[config.mk]
export PLATFORM = sky130hd
export DESIGN_NAME = note_sequencer_flat
export DESIGN_NICKNAME = d
export VERILOG_FILES = /design/src/rtl/note_sequencer_if.sv /design/src/rtl/note_sequencer.sv /design/src/flat_wrapper.sv
export SDC_FILE = /design/constraint.sdc
export NUM_CORES = 1
export LEC_CHECK = 0
export ABC_AREA = 1
export ABC_CLOCK_PERIOD_IN_PS = 3900
export CAP_MARGIN = 10
export CORE_AREA = 2 2 160 162
export CTS_CLUSTER_SIZE = 10
export DETAILED_ROUTE_END_ITERATION = 10
export DIE_AREA = 0 0 162 164
export PLACE_DENSITY = 0.63
export SYNTH_ARGS = -nofsm -noshare
export SYNTH_HDL_FRONTEND = slang
export SYNTH_SLANG_ARGS = --single-unit
[constraint.sdc]
create_clock -name clk -period 3.9 [get_ports clk]
set_clock_uncertainty 0.1 [all_clocks]
set_input_delay 0.585 -clock clk [delete_from_list [all_inputs] [get_ports clk]]
set_output_delay 0.585 -clock clk [all_outputs]
set_load 0.05 [all_outputs]
[src/rtl/note_sequencer_if.sv]
// Note command bus between the SPI receiver and the note sequencer.
// master: cmdValid/cmdTune/cmdVol/cmdDur out, cmdReady in; slave mirrors.
interface note_sequencer_if;
    logic        cmdValid;
    logic [15:0] cmdTune;
    logic [7:0]  cmdVol;
    logic [15:0] cmdDur;
    logic        cmdReady;

    modport master (
        output cmdValid,
        output cmdTune,
        output cmdVol,
        output cmdDur,
        input  cmdReady
    );

    modport slave (
        input  cmdValid,
        input  cmdTune,
        input  cmdVol,
        input  cmdDur,
        output cmdReady
    );
endinterface

[src/rtl/note_sequencer.sv]
// Note sequencer: FIFO of {tune, vol, dur} commands played back-to-back
// with a linear attack/release envelope, timed by the sample-rate tick.
// Ports: clk, reset (async active-low), tick, flush, cmd (slave bus),
// tuneWord/volume to the wave generator, busy, overflow (sticky).
module note_sequencer #(
    parameter int DEPTH     = 4,
    parameter int RAMP_STEP = 8
) (
    input  logic               clk,
    input  logic               reset,
    input  logic               tick,
    input  logic               flush,
    note_sequencer_if.slave    cmd,
    output logic [15:0]        tuneWord,
    output logic [7:0]         volume,
    output logic               busy,
    output logic               overflow
);
    localparam int AW = $clog2(DEPTH);
    localparam int CW = AW + 1;

    typedef enum logic [1:0] {
        IDLE,
        ATTACK,
        SUSTAIN,
        RELEASE
    } stateT;

    // Reset asserts asynchronously, releases after two clk edges.
    logic [1:0] rstSync;
    logic       rstN;

    always_ff @(posedge clk or negedge reset) begin
        if (!reset) rstSync <= 2'b00;
        else        rstSync <= {rstSync[0], 1'b1};
    end

    assign rstN = rstSync[1];

    logic [39:0]   mem [DEPTH];
    logic [AW-1:0] wrPtr;
    logic [AW-1:0] rdPtr;
    logic [CW-1:0] count;
    logic          full;
    logic          empty;
    logic          push;
    logic          drop;
    logic          pop;
    logic [15:0]   headTune;
    logic [7:0]    headVol;
    logic [15:0]   headDur;

    assign full         = (count == CW'(DEPTH));
    assign empty        = (count == '0);
    assign cmd.cmdReady = ~full;
    assign push         = cmd.cmdValid & ~full & ~flush;
    assign drop         = cmd.cmdValid & full & ~flush;
    assign headTune     = mem[rdPtr][39:24];
    assign headVol      = mem[rdPtr][23:16];
    assign headDur      = mem[rdPtr][15:0];

    always_ff @(posedge clk) begin
        if (push) mem[wrPtr] <= {cmd.cmdTune, cmd.cmdVol, cmd.cmdDur};
    end

    always_ff @(posedge clk or negedge rstN) begin
        if (!rstN) begin
            wrPtr    <= '0;
            rdPtr    <= '0;
            count    <= '0;
            overflow <= 1'b0;
        end else if (flush) begin
            wrPtr <= '0;
            rdPtr <= '0;
            count <= '0;
        end else begin
            if (push) wrPtr <= wrPtr + 1'b1;
            if (pop)  rdPtr <= rdPtr + 1'b1;
            count <= count + CW'(push) - CW'(pop);
            if (drop) overflow <= 1'b1;
        end
    end

    stateT       state;
    stateT       stateNext;
    logic [7:0]  target;
    logic [7:0]  targetNext;
    logic [15:0] durCnt;
    logic [15:0] durNext;
    logic [7:0]  volNext;
    logic [15:0] tuneNext;
    logic [8:0]  upSum;

    // 9-bit sum so the attack step clamps at target instead of wrapping.
    assign upSum = {1'b0, volume} + 9'(RAMP_STEP);

    always_ff @(posedge clk or negedge rstN) begin
        if (!rstN) begin
            state    <= IDLE;
            volume   <= '0;
            tuneWord <= '0;
            target   <= '0;
            durCnt   <= '0;
        end else begin
            state    <= stateNext;
            volume   <= volNext;
            tuneWord <= tuneNext;
            target   <= targetNext;
            durCnt   <= durNext;
        end
    end

    always_comb begin
        stateNext  = state;
        volNext    = volume;
        tuneNext   = tuneWord;
        targetNext = target;
        durNext    = durCnt;
        pop        = 1'b0;
        unique case (state)
            IDLE: begin
                if (!empty && !flush) begin
                    pop        = 1'b1;
                    stateNext  = ATTACK;
                    tuneNext   = headTune;
                    targetNext = headVol;
                    durNext    = headDur;
                    volNext    = '0;
                end
            end
            ATTACK: begin
                if (flush) begin
                    stateNext = RELEASE;
                end else if (tick) begin
                    if (upSum >= {1'b0, target}) begin
                        volNext   = target;
                        stateNext = SUSTAIN;
                    end else begin
                        volNext = upSum[7:0];
                    end
                end
            end
            SUSTAIN: begin
                if (flush) begin
                    stateNext = RELEASE;
                end else if (tick) begin
                    if (durCnt == '0) stateNext = RELEASE;
                    else              durNext   = durCnt - 1'b1;
                end
            end
            RELEASE: begin
                if (tick) begin
                    if (volume <= 8'(RAMP_STEP)) begin
                        volNext   = '0;
                        tuneNext  = '0;
                        stateNext = IDLE;
                    end else begin
                        volNext = volume - 8'(RAMP_STEP);
                    end
                end
            end
            default: stateNext = IDLE;
        endcase
    end

    assign busy = (state != IDLE) | ~empty;
endmodule

[src/flat_wrapper.sv]
// flat-port wrapper written by rule: the top's interface ports become plain ports
module note_sequencer_flat 
#(
    parameter int DEPTH     = 4,
    parameter int RAMP_STEP = 8
)
  (clk, reset, tick, flush, tuneWord, volume, busy, overflow, cmd_cmdValid, cmd_cmdTune, cmd_cmdVol, cmd_cmdDur, cmd_cmdReady);
  note_sequencer_if cmd_i ();
  input  logic clk;
  input  logic reset;
  input  logic tick;
  input  logic flush;
  output logic [15:0] tuneWord;
  output logic [7:0] volume;
  output logic busy;
  output logic overflow;
  input wire logic [$bits(cmd_i.cmdValid)-1:0] cmd_cmdValid;
  input wire logic [$bits(cmd_i.cmdTune)-1:0] cmd_cmdTune;
  input wire logic [$bits(cmd_i.cmdVol)-1:0] cmd_cmdVol;
  input wire logic [$bits(cmd_i.cmdDur)-1:0] cmd_cmdDur;
  output wire logic [$bits(cmd_i.cmdReady)-1:0] cmd_cmdReady;
  assign cmd_i.cmdValid = cmd_cmdValid;
  assign cmd_i.cmdTune = cmd_cmdTune;
  assign cmd_i.cmdVol = cmd_cmdVol;
  assign cmd_i.cmdDur = cmd_cmdDur;
  assign cmd_cmdReady = cmd_i.cmdReady;
  note_sequencer #(.DEPTH(DEPTH), .RAMP_STEP(RAMP_STEP)) u_core (.clk(clk), .reset(reset), .tick(tick), .flush(flush), .cmd(cmd_i), .tuneWord(tuneWord), .volume(volume), .busy(busy), .overflow(overflow));
endmodule
==> results.sh, run 1 <==
export IMPL_cts_buffer_depth=3
export IMPL_die_h_um=164
export IMPL_gp_congestion=0.785
export IMPL_wire_per_inst_um=16.6
export IMPL_cp_arrival_ns=2.19
export IMPL_r2r_cells=13
export IMPL_initial_utilization_pct=39.4
export IMPL_relSlewSlack_pct=36.4
export IMPL_finalCritPeriodShare_pct=73.6
export IMPL_fmax_mhz=348
export IMPL_crit_fanout=5
export IMPL_grt_ovfl_total=0
export IMPL_ios=72
export IMPL_drt_vias_per_instance=5.10
export IMPL_synth_most_common_cell="edfxtp_1"
export IMPL_register_area_um2=6310
export IMPL_synth_area_um2=9770
export IMPL_ys_seq_area_share_pct=64.5
export IMPL_setup_viol=0
export IMPL_worstSetupStartpoint="u_core.state[0]"
export IMPL_grt_pass1_wl_um=34400
export IMPL_yosys_area_top_type_share_pct=49.2
export IMPL_synth_area_leaders="edfxtp_1 (49%), dfrtp_1 (15%), nand2_1 (5.0%), o21ai_0 (4.9%), nor2_1 (4.3%)"
export IMPL_rsz0062_at_grt="no"
export IMPL_ant_nets=0
export IMPL_dr_pass1_iters=5
export IMPL_grt_pass1_vias=6375
export IMPL_period_needed_ns=2.87
export IMPL_timing_hold_violations_final=0
export IMPL_path_clk_slew_ns=0.06
export IMPL_drv_cap=0
export IMPL_clock_latency_ns=0.51
export IMPL_drtIter0Drc=493
export IMPL_synth_nets=940
export IMPL_drt_wl_total_um=21500
export IMPL_p_leak_nw=4.42
export IMPL_fin_tns_setup_ns=0
export IMPL_grt_max_degree=47
export IMPL_synth_seq_cells=220
export IMPL_slew_violations=0
export IMPL_syn_area_per_cell_um2=11.2
export IMPL_grt_busiest_layer="met2"
export IMPL_finalNetCount=1018
export IMPL_worstMarginPinSlew_ns=0.954
export IMPL_yosys_area_top_type="edfxtp_1"
export IMPL_netlist_instances=872
export IMPL_cts_sinks=220
export IMPL_die_w_um=162
export IMPL_timing_rr_start="u_core.volume[3]"
export IMPL_met1_usage_pct=22.8
export IMPL_drive_gt1_share_pct=11.6
export IMPL_status="completed"
export IMPL_grt_antenna_before_repair=0
export IMPL_synth_flop_cell="edfxtp_1"
export IMPL_required_ns=3.21
export IMPL_ctsResizeCount=0
export IMPL_area_growth_pct=18.9
export IMPL_cts_tree="yes"
export IMPL_num_vias=6628
export IMPL_hold_buffers=0
export IMPL_multi_input_area_um2=3030
export IMPL_cts_root_buf="clkbuf_16"
export IMPL_end_kind="output port"
export IMPL_worst_setup_path_type="flip-flop to output port"
export IMPL_synth_edf_count=160
export IMPL_dpl_hpwl_um=13800
export IMPL_core_area_um2=24800
export IMPL_hold_path_class="input port to async pin"
export IMPL_yosys_top_cells_count="edfxtp_1 (160), nand2_1 (130), nor2_1 (111)"
export IMPL_fillers=2301
export IMPL_grt_util_met3_pct=1.87
export IMPL_ir_worst_vdd_mv=0.518
export IMPL_power_density_nw_per_um2=764
export IMPL_rows=58
export IMPL_synth_distinct_cells=49
export IMPL_grtUsageMet2_pct=27.2
export IMPL_crit_end="busy"
export IMPL_yosysWarningCount=0
export IMPL_dieArea_um2=26600
export IMPL_track_usage_pct=16.3
export IMPL_worst_r2r_setup_slack_ns=1.40
export IMPL_cts_buffers=26
export IMPL_n_antenna_cell=0
export IMPL_drc=0
export IMPL_cts_htree_levels=1
export IMPL_port_buffers=71
export IMPL_synthArstFlopShare_pct=27.3
export IMPL_post_route_util_pct=46.8
export IMPL_crit_path_start_kind="flip-flop"
export IMPL_r2r_end="u_core.volume[0]"
export IMPL_postCtsSetupBuffers=0
through the flow:
stage	total power, mW	hold WS, ns	instance area, um2	instances	setup WS (ns)
after floorplan	5.80	0.189	9770	872	0.404
after CTS	8.94	0.117	11600	1300	0.997
final	8.87	0.133	11600	1300	1.03
after global routing	9.45	0.122	11600	1300	0.934
after detailed placement	6.74	0.248	10800	1252	0.821
after global placement	6.70	0.235	10800	1252	0.849
worst min path at each step:
| stage | startpoint | to | slack [ns] | depth (start not counted) |
|---|---|---|---|---|
| 2_1_floorplan | reset | u_core.rstSync[0] | 0.19 | 0 |
| 3_3_place_gp | u_core.rstSync[0] | u_core.rstSync[1] | 0.24 | 0 |
| 3_5_place_dp | u_core.rstSync[0] | u_core.rstSync[1] | 0.25 | 0 |
| 4_1_cts | reset | u_core.rstSync[0] | 0.12 | 1 |
| 5_1_grt | reset | u_core.rstSync[0] | 0.12 | 1 |
| 6_report | reset | u_core.rstSync[0] | 0.13 | 1 |
placed cells by master, fill, tap and decap left out, types with 11 or more instances in the layout:
master	count
ha_1	22
a21oi_1	17
clkbuf_16	27
clkbuf_1	18
nand3_2	11
o21ai_0	95
nand3_1	36
inv_1	54
buf_4	16
nor2_1	107
clkdlybuf4s50_1	71
nand2_1	130
dfrtp_1	58
o22ai_1	31
edfxtp_1	160
layer usage:
metal	wire length (um)	share of wire (%)
met4	366	1.7
met3	1020	4.7
met5	0	0
met2	10200	47
met1	9940	46
report_power, final:
group | internal [mW] | switching [mW]
clock | 1.30 | 0.882
combinational | 1.14 | 2.37
sequential | 2.89 | 0.292
total | 5.33 | 3.54
cell type report:
cell class / instances / area share [%]
clock inverter: 2 / 0.0754
inverter: 67 / 2.27
sequential: 220 / 54.3
timing repair buffer: 87 / 7.16
tap: 330 / 3.56
clock buffer: 46 / 6.52
multi-input combinational: 548 / 26.1
critical path, stage by stage (launching register included):
cell	delay, ns
dfrtp_1	0.39
inv_1	0.12
ha_1	0.25
nand4_1	0.11
clkdlybuf4s50_1	0.81
cells by family (layout without fill, tap and decap cells):
| group | count (synthesis) | after routing | synth area share [%] |
|---|---|---|---|
| compound gates | 181 | 181 | 11.1 |
| xor+xnor | 12 | 12 | 1.08 |
| fa+ha+maj | 23 | 23 | 3.02 |
| buf+inv | 104 | 202 | 4.75 |
| flops | 220 | 220 | 64.5 |
| other cells | 1 | 1 | 0.0384 |
| simple gates | 331 | 331 | 15.4 |
registers in the layout, indices dropped and copies added (netlist names):
| name | count |
|---|---|
| u_core.rstSync | 2 |
| u_core.overflow | 1 |
| u_core.state | 2 |
| u_core.mem | 160 |
| u_core.count | 3 |
| u_core.rdPtr | 2 |
| u_core.volume | 8 |
| u_core.durCnt | 16 |
| u_core.wrPtr | 2 |
| u_core.target | 8 |
| u_core.tuneWord | 16 |
Power figures use the tool's default switching activity.
==> run 2, diff against run 1 <==
--- a/config.mk
+++ b/config.mk
@@ -6,13 +6,13 @@
 export NUM_CORES = 1
 export LEC_CHECK = 0
 export ABC_AREA = 1
-export ABC_CLOCK_PERIOD_IN_PS = 3900
+export ABC_CLOCK_PERIOD_IN_PS = 2450
 export CAP_MARGIN = 10
 export CORE_AREA = 2 2 160 162
 export CTS_CLUSTER_SIZE = 10
 export DETAILED_ROUTE_END_ITERATION = 10
 export DIE_AREA = 0 0 162 164
-export PLACE_DENSITY = 0.63
+export PLACE_DENSITY = 0.66
 export SYNTH_ARGS = -nofsm -noshare
 export SYNTH_HDL_FRONTEND = slang
 export SYNTH_SLANG_ARGS = --single-unit
==> constraint.sdc (replaced) <==
create_clock -name clk -period 2.45 [get_ports clk]
set_clock_uncertainty 0.1 [all_clocks]
set_input_delay 0.3675 -clock clk [delete_from_list [all_inputs] [get_ports clk]]
set_output_delay 0.3675 -clock clk [all_outputs]
set_load 0.05 [all_outputs]
==> results.sh, run 2 (synthesized netlist as in run 1, its figures left out) <==
export IMPL_finalCritPeriodShare_pct=95.3
export IMPL_ios=72
export IMPL_period_needed_ns=2.34
export IMPL_initial_utilization_pct=39.4
export IMPL_crit_path_start_kind="flip-flop"
export IMPL_fin_ws_ns=0.115
export IMPL_fillers=2261
export IMPL_cts_buffers=27
export IMPL_hold_path_class="flip-flop to flip-flop"
export IMPL_status="completed"
export IMPL_ir_worst_vdd_mv=0.639
export IMPL_die_h_um=164
export IMPL_num_vias=6723
export IMPL_n_antenna_cell=0
export IMPL_register_area_um2=6310
export IMPL_finalNetCount=1046
export IMPL_drive_gt1_share_pct=15.2
export IMPL_die_w_um=162
export IMPL_grt_max_degree=55
export IMPL_cts_sinks=220
export IMPL_path_clk_slew_ns=0.05
export IMPL_multi_input_area_um2=3070
export IMPL_required_ns=1.98
export IMPL_place_inst=1273
export IMPL_clock_latency_ns=0.53
export IMPL_largestRegisters="u_core.mem: 160 flops, u_core.durCnt: 16 flops, u_core.tuneWord: 16 flops"
export IMPL_drv_cap=0
export IMPL_port_buffers=71
export IMPL_slew_violations=0
export IMPL_wire_per_inst_um=15.9
export IMPL_placed_area_um2=11100
export IMPL_cts_root_buf="clkbuf_16"
export IMPL_dpl_hpwl_um=13700
export IMPL_cp_arrival_ns=1.87
export IMPL_drc=0
export IMPL_setup_viol=0
export IMPL_max_flop_register="u_core.mem"
export IMPL_crit_fanout=4
export IMPL_grt_antenna_before_repair=0
export IMPL_track_usage_pct=15.9
export IMPL_p_leak_nw=4.61
export IMPL_area_growth_pct=22.7
export IMPL_post_route_util_pct=48.3
export IMPL_end_kind="output port"
export IMPL_gp_congestion=0.785
export IMPL_final_common_cell="edfxtp_1"
export IMPL_drt_vias_per_instance=5.06
export IMPL_grt_pass1_wl_um=33700
export IMPL_fmax_mhz=428
export IMPL_worstMarginPinSlew_ns=0.894
export IMPL_cts_tree="yes"
export IMPL_dr_pass1_iters=5
export IMPL_worst_setup_path_type="flip-flop to output port"
export IMPL_fin_cells=1329
export IMPL_ant_nets=0
export IMPL_cts_htree_levels=1
export IMPL_power_density_nw_per_um2=1200
export IMPL_pre_cts_ws_ns=-0.158
export IMPL_timing_hold_violations_final=0
export IMPL_core_area_um2=24800
export IMPL_drt_wl_total_um=21100
export IMPL_r2r_cells=10
export IMPL_dieArea_um2=26600
export IMPL_final_cell_mix="edfxtp_1 (160), nand2_1 (129), nor2_1 (107)"
export IMPL_grt_ovfl_total=0
export IMPL_largest_register_ffs=160
export IMPL_fin_tns_setup_ns=0
export IMPL_fin_area_um2=12000
export IMPL_relSlewSlack_pct=40.4
export IMPL_hold_depth=0
export IMPL_rows=58
export IMPL_grt_pass1_vias=6524
export IMPL_drtIter0Drc=479
export IMPL_cts_buffer_depth=3
## run 2: cell count changes in the layout (fill, tap and decap cells not counted), moves of 2 or more
cell,previous run,this run
buf_12,0,7
clkdlybuf4s50_1,71,69
buf_4,16,36
dfrtp_1,58,56
dfrtp_2,2,4
## run 2: worst paths after layout
path,startpoint,end,slack (ns)
worst max-delay path,u_core.volume[7],volume[7],0.11
worst min-delay path,u_core.rstSync[0],u_core.rstSync[1],0.25
worst max register to register,u_core.state[0],u_core.count[2],0.17
worst min register to register,u_core.rstSync[0],u_core.rstSync[1],0.25
max in group asynchronous,u_core.rstSync[1],u_core.volume[4],1.28
min in group asynchronous,u_core.rstSync[1],u_core.durCnt[5],0.29
## run 2: power by group
| group | leakage, nW | internal [mW] | switching (mW) |
|---|---|---|---|
| combinational | 2.02 | 1.97 | 3.83 |
| clock | 0.391 | 2.19 | 1.44 |
| sequential | 2.20 | 4.60 | 0.375 |
## run 2: cell type report
| cell class | count | area share (%) |
|---|---|---|
| Clock inverter | 5 | 0.480 |
| Multi-Input combinational cell | 548 | 25.6 |
| Inverter | 67 | 2.20 |
| Timing Repair Buffer | 114 | 9.34 |
| Clock buffer | 45 | 6.28 |
| Sequential cell | 220 | 52.6 |
| Tap cell | 330 | 3.44 |
## run 2: repair_timing
item                       CTS  global route
setup endpoints to repair   17            11
pin swaps                    1             1
gates resized for setup      1             7
buffers inserted             1             4
hold buffers                 1             0
hold endpoints to repair     2             0
## run 2: worst max-delay path, cell delays in order (launching register included)
cell	delay (ns)
dfrtp_1	0.39
buf_4	0.16
clkdlybuf4s50_1	0.80
## run 2: per-layer routing
metal  wire (um)  global-route usage, %
met5           0                      0
met4         410                   5.23
met3        1130                   2.63
met2        9970                   26.0
met1        9610                   21.7
## run 2: per-stage QoR
step / power (mW) / hold slack (ns)
after floorplan: 9.23 / -0.0281
after global placement: 10.7 / 0.237
after detailed placement: 10.8 / 0.238
after CTS: 14.5 / 0.249
after global routing: 15.4 / 0.251
final: 14.4 / 0.246
==> run 3, diff against run 2 <==
--- a/config.mk
+++ b/config.mk
@@ -5,13 +5,12 @@
 export SDC_FILE = /design/constraint.sdc
 export NUM_CORES = 1
 export LEC_CHECK = 0
-export ABC_AREA = 1
 export ABC_CLOCK_PERIOD_IN_PS = 2450
 export CAP_MARGIN = 10
-export CORE_AREA = 2 2 160 162
+export CORE_AREA = 2 2 155 157
 export CTS_CLUSTER_SIZE = 10
 export DETAILED_ROUTE_END_ITERATION = 10
-export DIE_AREA = 0 0 162 164
+export DIE_AREA = 0 0 157 159
 export PLACE_DENSITY = 0.66
 export SYNTH_ARGS = -nofsm -noshare
 export SYNTH_HDL_FRONTEND = slang
==> constraint.sdc (replaced) <==
create_clock -name clk -period 2.45 [get_ports clk]
set_clock_uncertainty 0.1 [all_clocks]
set_input_delay 0.3675 -clock clk [delete_from_list [all_inputs] [get_ports clk]]
set_output_delay 0.3675 -clock clk [all_outputs]
set_load 0.01 [all_outputs]
==> results.sh, run 3 <==
export IMPL_core_area_um2=23200
export IMPL_worstSetupStartpoint="u_core.volume[3]"
export IMPL_fin_cells=1038
export IMPL_synth_area_um2=9180
export IMPL_ir_worst_vdd_mv=0.591
export IMPL_place_inst=978
export IMPL_drive_gt1_share_pct=25.2
export IMPL_synth_area_leaders="edfxtp_1 (52%), dfrtp_1 (16%), mux4_2 (9.8%), ha_1 (3.0%), a22o_1 (1.9%)"
export IMPL_yosys_top_cells_count="edfxtp_1 (160), dfrtp_1 (60), mux4_2 (40)"
export IMPL_grt_pass1_vias=5597
export IMPL_slew_violations=0
export IMPL_fin_ws_ns=-0.0726
export IMPL_yosysWarningCount=0
export IMPL_synth_edf_count=160
export IMPL_path_delay_family="compound AO/OA/AOI/OAI gates"
export IMPL_synthSimpleGateAreaFrac_pct=6.12
export IMPL_pre_cts_ws_ns=-0.120
export IMPL_cts_root_buf="clkbuf_16"
export IMPL_relSlewSlack_pct=60.2
export IMPL_num_vias=5351
export IMPL_n_antenna_cell=0
export IMPL_timing_rr_start="u_core.volume[3]"
export IMPL_synthMuxAreaShare_pct=10.2
export IMPL_ios=72
export IMPL_synth_xor_area_share_pct=0.763
export IMPL_cp_slowest_cell="dfrtp_2"
export IMPL_dieArea_um2=25000
export IMPL_violations="negative setup slack"
export IMPL_period_needed_ns=2.52
export IMPL_synth_distinct_cells=56
export IMPL_synthArstFlopShare_pct=27.3
export IMPL_drtIter0Drc=263
export IMPL_drc=0
export IMPL_grt_antenna_before_repair=0
export IMPL_grt_pass1_wl_um=31000
export IMPL_port_buffers=71
export IMPL_syn_area_per_cell_um2=16.2
export IMPL_path_clk_slew_ns=0.06
export IMPL_post_route_util_pct=50.9
export IMPL_worst_setup_path_type="flip-flop to flip-flop"
export IMPL_yosys_area_top_type_share_pct=52.3
export IMPL_grt_ovfl_total=0
export IMPL_synth_seq_cells=220
export IMPL_dpl_hpwl_um=12400
export IMPL_total_power_mw=13.5
export IMPL_die_h_um=159
export IMPL_dr_pass1_iters=4
export IMPL_largest_register_ffs=160
export IMPL_cpMostUsedCell="buf_6"
export IMPL_cts_sinks=220
export IMPL_gp_congestion=0.807
export IMPL_netlist_instances=567
export IMPL_rows=56
export IMPL_crit_fanout=5
export IMPL_final_common_cell="edfxtp_1"
export IMPL_drt_vias_per_instance=5.16
export IMPL_cts_tree="yes"
export IMPL_wire_per_inst_um=18.6
export IMPL_worstMarginPinSlew_ns=0.597
export IMPL_synth_top_family_by_area="multiplexers"
export IMPL_max_flop_register="u_core.mem"
export IMPL_synth_most_common_cell="edfxtp_1"
export IMPL_synth_nets=635
export IMPL_path_buf_inv=3
export IMPL_timing_hold_violations_final=0
export IMPL_max_stage_delay_ns=0.43
export IMPL_worst_r2r_setup_slack_ns=-0.07
export IMPL_fillers=1914
export IMPL_rsz0062_at_grt="yes"
export IMPL_track_usage_pct=15.8
export IMPL_cts_htree_levels=1
export IMPL_status="finished with violations"
export IMPL_r2r_cells=12
export IMPL_synth_flop_cell="edfxtp_1"
export IMPL_ys_seq_area_share_pct=68.7
export IMPL_cts_buffer_depth=3
export IMPL_grt_max_degree=43
export IMPL_initial_utilization_pct=39.6
export IMPL_area_growth_pct=28.6
export IMPL_drt_wl_total_um=19300
export IMPL_cts_buffers=26
export IMPL_ant_nets=0
export IMPL_r2r_end="u_core.volume[7]"
export IMPL_clock_latency_ns=0.51
export IMPL_synth_compound_area_share_pct=8.87
export IMPL_cp_arrival_ns=2.80
export IMPL_cp_cell_sequence="and3_4 -> xor2_4 -> ha_4 -> a21oi_4 -> o22ai_4 -> a2111oi_4 -> buf_4 -> buf_6 -> buf_6 -> nor2_4 -> a21oi_2 -> o221ai_1"
export IMPL_synth_fa_ha_area_share_pct=3.22
export IMPL_die_w_um=157
export IMPL_yosys_area_top_type="edfxtp_1"
export IMPL_fmax_mhz=396
export IMPL_end_kind="flip-flop"
export IMPL_p_leak_nw=4.16
export IMPL_finalNetCount=768
export IMPL_largestRegisters="u_core.mem: 160 flops, u_core.durCnt: 16 flops, u_core.tuneWord: 16 flops"
export IMPL_required_ns=2.73
export IMPL_power_density_nw_per_um2=1140
export IMPL_holdWs_ns=0.159
export IMPL_final_cell_mix="edfxtp_1 (160), clkdlybuf4s50_1 (70), dfrtp_1 (54)"
export IMPL_crit_path_start_kind="flip-flop"
export IMPL_hold_path_class="flip-flop to async pin"
export IMPL_finalCritPeriodShare_pct=103
export IMPL_drv_cap=0
export IMPL_setup_viol=7
## run 3: logic make-up after synthesis
kind of cell / count (synthesis)
buffers and inverters: 50
flip-flops: 220
AO/OA/AOI/OAI: 113
other: 1
XOR/XNOR: 8
adder cells (fa/ha/maj): 23
AND/OR/NAND/NOR: 109
multiplexers: 43
## run 3: power breakdown
| part | internal, mW | switching (mW) | total, mW | leakage (nW) |
|---|---|---|---|---|
| registers | 4.62 | 0.486 | 5.11 | 2.18 |
| clock network | 2.06 | 1.38 | 3.44 | 0.365 |
| logic | 2.54 | 2.40 | 4.94 | 1.61 |
| total | 9.22 | 4.26 | 13.5 | 4.16 |
## run 3: metrics by stage
step	TNS [ns]	area, um2
after floorplan	-0.0916	9230
after global placement	-0.0146	10700
after detailed placement	-0.703	10700
after CTS	-0.139	11500
after global routing	-1.24	11800
final	-0.344	11800
## run 3: how the worst max path moves through the flow
stage | endpoint | slack (ns) | cells after the start
2_1_floorplan | u_core.volume[3] | -0.04 | 10
3_3_place_gp | u_core.state[0] | -0.01 | 11
3_5_place_dp | u_core.volume[7] | -0.12 | 11
4_1_cts | u_core.volume[7] | -0.04 | 11
5_1_grt | u_core.state[0] | -0.18 | 12
6_report | u_core.volume[7] | -0.07 | 12
## run 3: layout make-up
class,count,area [um2],share of cell area (%)
clock buffers,45,753,6.38
clock inverters,2,8.76,0.0742
inverters,26,97.6,0.827
multi-input cells,297,2920,24.7
flip-flops and latches,220,6310,53.5
well taps,319,399,3.38
repair buffers,129,1310,11.1
## run 3: timing repair
action                                  CTS  global route
endpoints found under the hold margin     2             0
pin swaps                                 1            11
resized for setup                         8            29
hold buffers                              1             0
gates cloned                              0             2
buffers inserted                          1             9
endpoints found under the setup margin   10            24
## run 3: per-layer routing
metal	track usage, %	vias to the layer above	wire length [um]
met5	0	-	0
met4	3.42	0	254
met3	2.83	19	1020
met2	26.6	119	9680
met1	21.5	2730	8370
li1	-	2483	-
